--- src/rtl/mac_acc_array_if.sv ---
// Beat/result bundle between the operand buffers, the MAC array and post-processing.
// The driver owns the beat fields and the MAC array owns the group result fields.
interface mac_acc_array_if #(
  parameter int LANES = 16,
  parameter int DW    = 8,
  parameter int ACCW  = 32
);
  logic                  vld_i;
  logic                  first_i;
  logic                  last_i;
  logic                  sgn_i;
  logic [LANES*DW-1:0]   win;
  logic [LANES*DW-1:0]   din;
  logic [ACCW-1:0]       acc_o;
  logic                  sat_o;
  logic                  vld_o;

  modport master (
    output vld_i, first_i, last_i, sgn_i, win, din,
    input  acc_o, sat_o, vld_o
  );

  modport slave (
    input  vld_i, first_i, last_i, sgn_i, win, din,
    output acc_o, sat_o, vld_o
  );
endinterface

--- src/rtl/mac_acc_array.sv ---
// LANES-wide dot-product MAC: registered products, pipelined adder tree, then a
// framed saturating accumulator that emits one result pulse per group.
module mac_acc_array #(
  parameter int LANES = 16,
  parameter int DW    = 8,
  parameter int ACCW  = 32
) (
  input  logic             clk,
  input  logic             rstn,
  mac_acc_array_if.slave   bus
);
  localparam int L     = $clog2(LANES);
  localparam int PW    = 2 * DW;
  localparam int SW    = PW + L;
  localparam int XW    = ACCW + 2;
  localparam int NODES = 2 * LANES - 1;

  localparam logic [XW-1:0] S_MAX = {3'b000, {(ACCW-1){1'b1}}};
  localparam logic [XW-1:0] S_MIN = {3'b111, {(ACCW-1){1'b0}}};
  localparam logic [XW-1:0] U_MAX = {2'b00, {ACCW{1'b1}}};

  // Heap-ordered tree: node i has children 2i+1 and 2i+2; leaves start at LANES-1.
  logic [SW-1:0] node [NODES];
  logic [SW-1:0] leaf_c [LANES];

  logic [L:0] vld_p;
  logic [L:0] first_p;
  logic [L:0] last_p;
  logic [L:0] sgn_p;

  logic [ACCW-1:0] acc_q;
  logic            sticky_q;
  logic [ACCW-1:0] acc_out_q;
  logic            sat_out_q;
  logic            vld_out_q;

  logic [XW-1:0]   s_ext;
  logic [XW-1:0]   acc_ext;
  logic [XW-1:0]   sum;
  logic [ACCW-1:0] acc_next;
  logic            clamp;
  logic            sticky_base;

  logic sgn_a;
  logic first_a;
  assign sgn_a   = sgn_p[L];
  assign first_a = first_p[L];

  // Operands are extended to product width so the low PW bits are the exact product in either mode.
  always_comb begin : mult_c
    logic [PW-1:0] w_ext;
    logic [PW-1:0] x_ext;
    logic [PW-1:0] prod;
    w_ext = '0;
    x_ext = '0;
    prod  = '0;
    for (int k = 0; k < LANES; k++) begin
      w_ext     = {{DW{bus.sgn_i & bus.win[k*DW+DW-1]}}, bus.win[k*DW +: DW]};
      x_ext     = {{DW{bus.sgn_i & bus.din[k*DW+DW-1]}}, bus.din[k*DW +: DW]};
      prod      = w_ext * x_ext;
      leaf_c[k] = {{L{bus.sgn_i & prod[PW-1]}}, prod};
    end
  end

  always_ff @(posedge clk) begin
    for (int k = 0; k < LANES; k++) begin
      node[LANES-1+k] <= leaf_c[k];
    end
    for (int i = 0; i < LANES - 1; i++) begin
      node[i] <= node[2*i+1] + node[2*i+2];
    end
  end

  always_ff @(posedge clk) begin
    if (!rstn) begin
      vld_p   <= '0;
      first_p <= '0;
      last_p  <= '0;
      sgn_p   <= '0;
    end else begin
      vld_p   <= {vld_p[L-1:0],   bus.vld_i};
      first_p <= {first_p[L-1:0], bus.first_i};
      last_p  <= {last_p[L-1:0],  bus.last_i};
      sgn_p   <= {sgn_p[L-1:0],   bus.sgn_i};
    end
  end

  // Two guard bits let the raw sum exceed the ACCW range in both modes before clamping.
  always_comb begin
    s_ext       = {{(XW-SW){sgn_a & node[0][SW-1]}}, node[0]};
    acc_ext     = first_a ? '0 : {{2{sgn_a & acc_q[ACCW-1]}}, acc_q};
    sum         = acc_ext + s_ext;
    sticky_base = first_a ? 1'b0 : sticky_q;
    clamp       = 1'b0;
    acc_next    = sum[ACCW-1:0];
    if (sgn_a) begin
      if ($signed(sum) > $signed(S_MAX)) begin
        clamp    = 1'b1;
        acc_next = {1'b0, {(ACCW-1){1'b1}}};
      end else if ($signed(sum) < $signed(S_MIN)) begin
        clamp    = 1'b1;
        acc_next = {1'b1, {(ACCW-1){1'b0}}};
      end
    end else if (sum > U_MAX) begin
      clamp    = 1'b1;
      acc_next = {ACCW{1'b1}};
    end
  end

  always_ff @(posedge clk) begin
    if (!rstn) begin
      acc_q     <= '0;
      sticky_q  <= 1'b0;
      acc_out_q <= '0;
      sat_out_q <= 1'b0;
      vld_out_q <= 1'b0;
    end else begin
      vld_out_q <= 1'b0;
      if (vld_p[L]) begin
        if (last_p[L]) begin
          acc_out_q <= acc_next;
          sat_out_q <= sticky_base | clamp;
          vld_out_q <= 1'b1;
          acc_q     <= '0;
          sticky_q  <= 1'b0;
        end else begin
          acc_q     <= acc_next;
          sticky_q  <= sticky_base | clamp;
        end
      end
    end
  end

  assign bus.acc_o = acc_out_q;
  assign bus.sat_o = sat_out_q;
  assign bus.vld_o = vld_out_q;

endmodule

--- src/flat_wrapper.sv ---
// flat-port wrapper written by rule: the top's interface ports become plain ports
module mac_acc_array_flat 
#(
  parameter int LANES = 16,
  parameter int DW    = 8,
  parameter int ACCW  = 32
)
  (clk, rstn, bus_vld_i, bus_first_i, bus_last_i, bus_sgn_i, bus_win, bus_din, bus_acc_o, bus_sat_o, bus_vld_o);
  mac_acc_array_if #(.LANES(LANES), .DW(DW), .ACCW(ACCW)) bus_i ();
  input  logic clk;
  input  logic rstn;
  input wire logic [$bits(bus_i.vld_i)-1:0] bus_vld_i;
  input wire logic [$bits(bus_i.first_i)-1:0] bus_first_i;
  input wire logic [$bits(bus_i.last_i)-1:0] bus_last_i;
  input wire logic [$bits(bus_i.sgn_i)-1:0] bus_sgn_i;
  input wire logic [$bits(bus_i.win)-1:0] bus_win;
  input wire logic [$bits(bus_i.din)-1:0] bus_din;
  output wire logic [$bits(bus_i.acc_o)-1:0] bus_acc_o;
  output wire logic [$bits(bus_i.sat_o)-1:0] bus_sat_o;
  output wire logic [$bits(bus_i.vld_o)-1:0] bus_vld_o;
  assign bus_i.vld_i = bus_vld_i;
  assign bus_i.first_i = bus_first_i;
  assign bus_i.last_i = bus_last_i;
  assign bus_i.sgn_i = bus_sgn_i;
  assign bus_i.win = bus_win;
  assign bus_i.din = bus_din;
  assign bus_acc_o = bus_i.acc_o;
  assign bus_sat_o = bus_i.sat_o;
  assign bus_vld_o = bus_i.vld_o;
  mac_acc_array #(.LANES(LANES), .DW(DW), .ACCW(ACCW)) u_core (.clk(clk), .rstn(rstn), .bus(bus_i));
endmodule
--- config.mk ---
export PLATFORM = sky130hd
export DESIGN_NAME = mac_acc_array_flat
export DESIGN_NICKNAME = d
export VERILOG_FILES = /design/src/rtl/mac_acc_array_if.sv /design/src/rtl/mac_acc_array.sv /design/src/flat_wrapper.sv
export SDC_FILE = /design/constraint.sdc
export NUM_CORES = 2
export LEC_CHECK = 0
export CAP_MARGIN = 25
export CORE_ASPECT_RATIO = 0.75
export CORE_MARGIN = 2
export CORE_UTILIZATION = 58
export CTS_BUF_LIST = sky130_fd_sc_hd__clkbuf_8
export DETAILED_ROUTE_END_ITERATION = 8
export PLACE_DENSITY = 0.9
export RECOVER_POWER = 50
export SLEW_MARGIN = 10
export SYNTH_ARGS = -nofsm -noshare
export SYNTH_HDL_FRONTEND = slang
export SYNTH_SLANG_ARGS = --single-unit
--- constraint.sdc ---
create_clock -name clk -period 6.4 [get_ports clk]
set_input_delay 1.28 -clock clk [delete_from_list [all_inputs] [get_ports clk]]
set_output_delay 1.28 -clock clk [all_outputs]
set_load 0.05 [all_outputs]
==> flow_summary.yaml <==
detailed_routing:
  num_vias: 53668
  drc_errors: 0
  wirelength_um: 172000
  drtPass1Iterations: 6
  avgRoutedWirePerCell_um: 17.45
  vias_per_cell: 5.445
  drtIter0Drc: 4049
  antenna_left: 0
die:
  initial_core_util: 0.5872
  dieArea_sq_mm: 0.1249
  die_w_um: 407.4
  io_pins: 296
  core_area_sq_mm: 0.1206
  die_h_um: 306.6
  rows: 110
critical_path:
  rr_worst_depth: 15
  crit_family: "adder cells"
  reg2reg_to: "u_core.acc_q[20]$_SDFFE_PN0P_"
  required_ps: 7060
  start_kind: "input port"
  critPathCaptureType: "register"
  critPathKind: "input port to register"
  cp_slowest_cell: "clkdlybuf4s50_1"
  cp_data_arrival_time_ps: 6610
  path_max_fanout: 7
  crit_buf_inv: 4
  slowest_delay_ps: 710
  critical_path.cell_chain: "clkdlybuf4s50_1, nand2_1, fa_1, fa_1, inv_1, ha_1, inv_1, fa_1, inv_1, ha_1, ha_1, fa_1, a21o_1, a21oi_1, o21bai_1, a21oi_1, o21bai_1, a21oi_1, o21bai_1, a21oi_1, xnor2_1, and2_1"
  worstReg2RegStart: "u_core.first_p[4]$_SDFF_PN0_"
  reg2reg_slack_ps: 1410
  cp_num_cells: 22
cts:
  cts_setup_buffers: 0
  max-clock-path-buffers: 3
  root_buffer: "clkbuf_8"
  clk_latency_ps: 800
  clk_pin_slew_ps: 60
  cts.sinks: 659
  ctsHtreeMaxLevel: 3
  ctsHoldBuffers: 0
  cts_resized: 0
  cts_buffers: 105
  tritoncts: "built"
global_route:
  grt_pass1_wl_um: 285100
  grt-ovfl-total: 0
  antenna_found_initial: 23
  grtUsageTotal: 0.2801
  grt_pass1_vias: 56872
  grt_max_degree: 31
timing:
  slew_violations: 0
  finalHoldViolCount: 0
  worst-slew-pin-transition_ps: 1087
  fmaxAchievable_mhz: 168.1
  max-slew-margin-rel: 0.2754
  rsz0062_at_grt: "no"
  fin_ws_ps: 452.8
  period_share: 0.9293
  skew_ps: 42.44
  finalSetupViolCount: 0
  fin_crit_ps: 5947
synthesis:
  synth_top_area_frac: 0.2896
  avgSynthCellArea_sq_um: 9.449
  synth_flop_cell: "dfxtp_1"
  synth_area_sq_mm: 0.07080
  synth_seq_cells: 659
  yosys.area.top_type: "fa_1"
  synth_fp_nets: 9608
  synth_enable_flop_cells: 0
  async_flop_share: 0
  ys_seq_area_frac: 0.1863
  syn-instance-count: 7492
  yosysWarnings: 0
  synthDistinctLibCells: 77
  synthTopCellsByArea: "fa_1 (29%), dfxtp_1 (19%), ha_1 (15%)"
placement:
  dp_hpwl_um: 143700
  io_buffers: 295
  dpl_worst_slack_ps: -265.1
  gp_congestion: 0.9441
pwr:
  power.density_mw_per_mm2: 465.8
  power_frac_comb: 0.696
  irDropWorstVdd_uv: 301.5
  p_sw_frac: 0.4562
  internal_power_mw: 20.42
  power.leakage_nw: 39.58
  seqPwrFrac: 0.197
  p_clk_frac: 0.107
  switching_power_mw: 17.13
  finalPower_mw: 37.55
cells_and_area:
  synthToLayoutAreaGrowth_pct: 13.88
  final_nets: 10242
  multi_input_area_sq_mm: 0.05169
  final_core_utilization: 0.6687
  regArea_sq_mm: 0.01319
  n_fill_cell: 8788
  drive_gt1_frac: 0.08630
flow_run:
  drv_cap: 0
worst_hold_path:
  hold_end: "u_core.vld_p[4]$_SDFF_PN0_"
  hp-start: "u_core.vld_p[3]$_SDFF_PN0_"
  hp-class: "register to register"
  hold_depth: 1
status:
  outcome: "finished, final reports clean"
==> through the flow <==
stage	instance area, sq um	hold WS, ps	std cells	setup TNS (ps)
floorplan	70810	411.9	7492	0
global placement	78260	420.3	9643	-288.4
detailed placement	78260	421.5	9643	-4347
CTS	80640	442.7	9840	0
global route	80610	456.6	9852	0
finish	80620	439.4	9856	0
==> synthesized netlist by cell type, types with 88 or more instances <==
| cell | instances |
|---|---|
| dfxtp_1 | 659 |
| nor2_1 | 173 |
| xnor2_1 | 445 |
| and2_1 | 558 |
| fa_1 | 1024 |
| inv_1 | 1363 |
| o21ai_0 | 152 |
| nand2_1 | 656 |
| and3_1 | 95 |
| a21o_1 | 88 |
| a21oi_1 | 296 |
| ha_1 | 830 |
| nor2b_1 | 94 |
| or2_2 | 108 |
| nand3_1 | 116 |
| clkbuf_1 | 175 |
==> metal layers <==
layer / GRT usage / wire (um) / vias up
li1: - / - / 24868
met2: 0.4484 / 77770 / 2010
met4: 0.07149 / 4258 / 14
met5: 0 / 95 / -
met1: 0.3957 / 76250 / 26429
met3: 0.04809 / 13580 / 347
==> worst reg2reg max path: cells and delay by family (launching register included) <==
kind | cells | cell delay (ps)
compound gates | 9 | 2070
fa+ha+maj | 1 | 290
buf+inv | 3 | 790
flops | 1 | 980
simple gates | 2 | 800
==> power groups by stage <==
stage               Sequential [mW]  Clock, mW  Combinational [mW]
finish                         7.38       4.04                26.1
global route                   7.46       4.29                29.2
CTS                            7.34       4.11                25.9
detailed placement             7.39          0                25.5
global placement               7.40          0                24.1
floorplan                      6.78          0                18.9
==> cells in the final DEF (no fill, tap or decap), types with 85 or more instances in the layout <==
cell             synthesis  routed
buf_4                    1     403
ha_1                   830     830
inv_1                 1363    1390
or2_2                  108     108
nand3_1                116     116
clkdlybuf4s50_1          0     271
fa_1                  1024    1024
a21oi_1                296     295
a21o_1                  88      88
and3_1                  95      95
and2_1                 558     532
o21bai_1                85      85
xnor2_1                445     445
dfxtp_1                659     659
nor2b_1                 94      94
nand2_1                656     656
nor2_1                 173     173
clkbuf_8                 0     124
o21ai_0                152     153
==> state kept, by name (all words and copies together) (netlist names) <==
| register | count |
|---|---|
| u_core.bus.vld_o | 1 |
| u_core.sgn_p | 5 |
| u_core.vld_p | 5 |
| u_core.last_p | 5 |
| u_core.bus.acc_o | 32 |
| u_core.sticky_q | 1 |
| u_core.acc_q | 32 |
| u_core.first_p | 5 |
| u_core.node | 572 |
| u_core.bus.sat_o | 1 |
==> final cells by class <==
type                    count  area share
multi-input cells        5277      0.6411
flip-flops and latches    659      0.1636
repair buffers            720     0.07660
inverters                1363     0.06346
well taps                1624     0.02520
clock buffers             124     0.02117
clock inverters            73    0.008287
diodes                     16   0.0004966
==> logic make-up after synthesis <==
kind of cell    count (synthesis)  synth area share
xor+xnor                      519           0.06447
simple gates                 2011            0.1461
flops                         659            0.1863
fa+ha+maj                    1854            0.4363
compound gates                893           0.08330
buf+inv                      1556           0.08356
==> worst max path at each step <==
stage	to	startpoint
finish	u_core.node[1][298]$_DFF_P_	bus_win[123]
global route	u_core.node[1][298]$_DFF_P_	bus_win[123]
CTS	u_core.node[1][298]$_DFF_P_	bus_win[124]
detailed placement	u_core.node[1][114]$_DFF_P_	bus_sgn_i
global placement	u_core.node[1][159]$_DFF_P_	bus_win[69]
floorplan	u_core.node[1][279]$_DFF_P_	bus_sgn_i
Note: power is estimated with default switching activity, not from simulation.
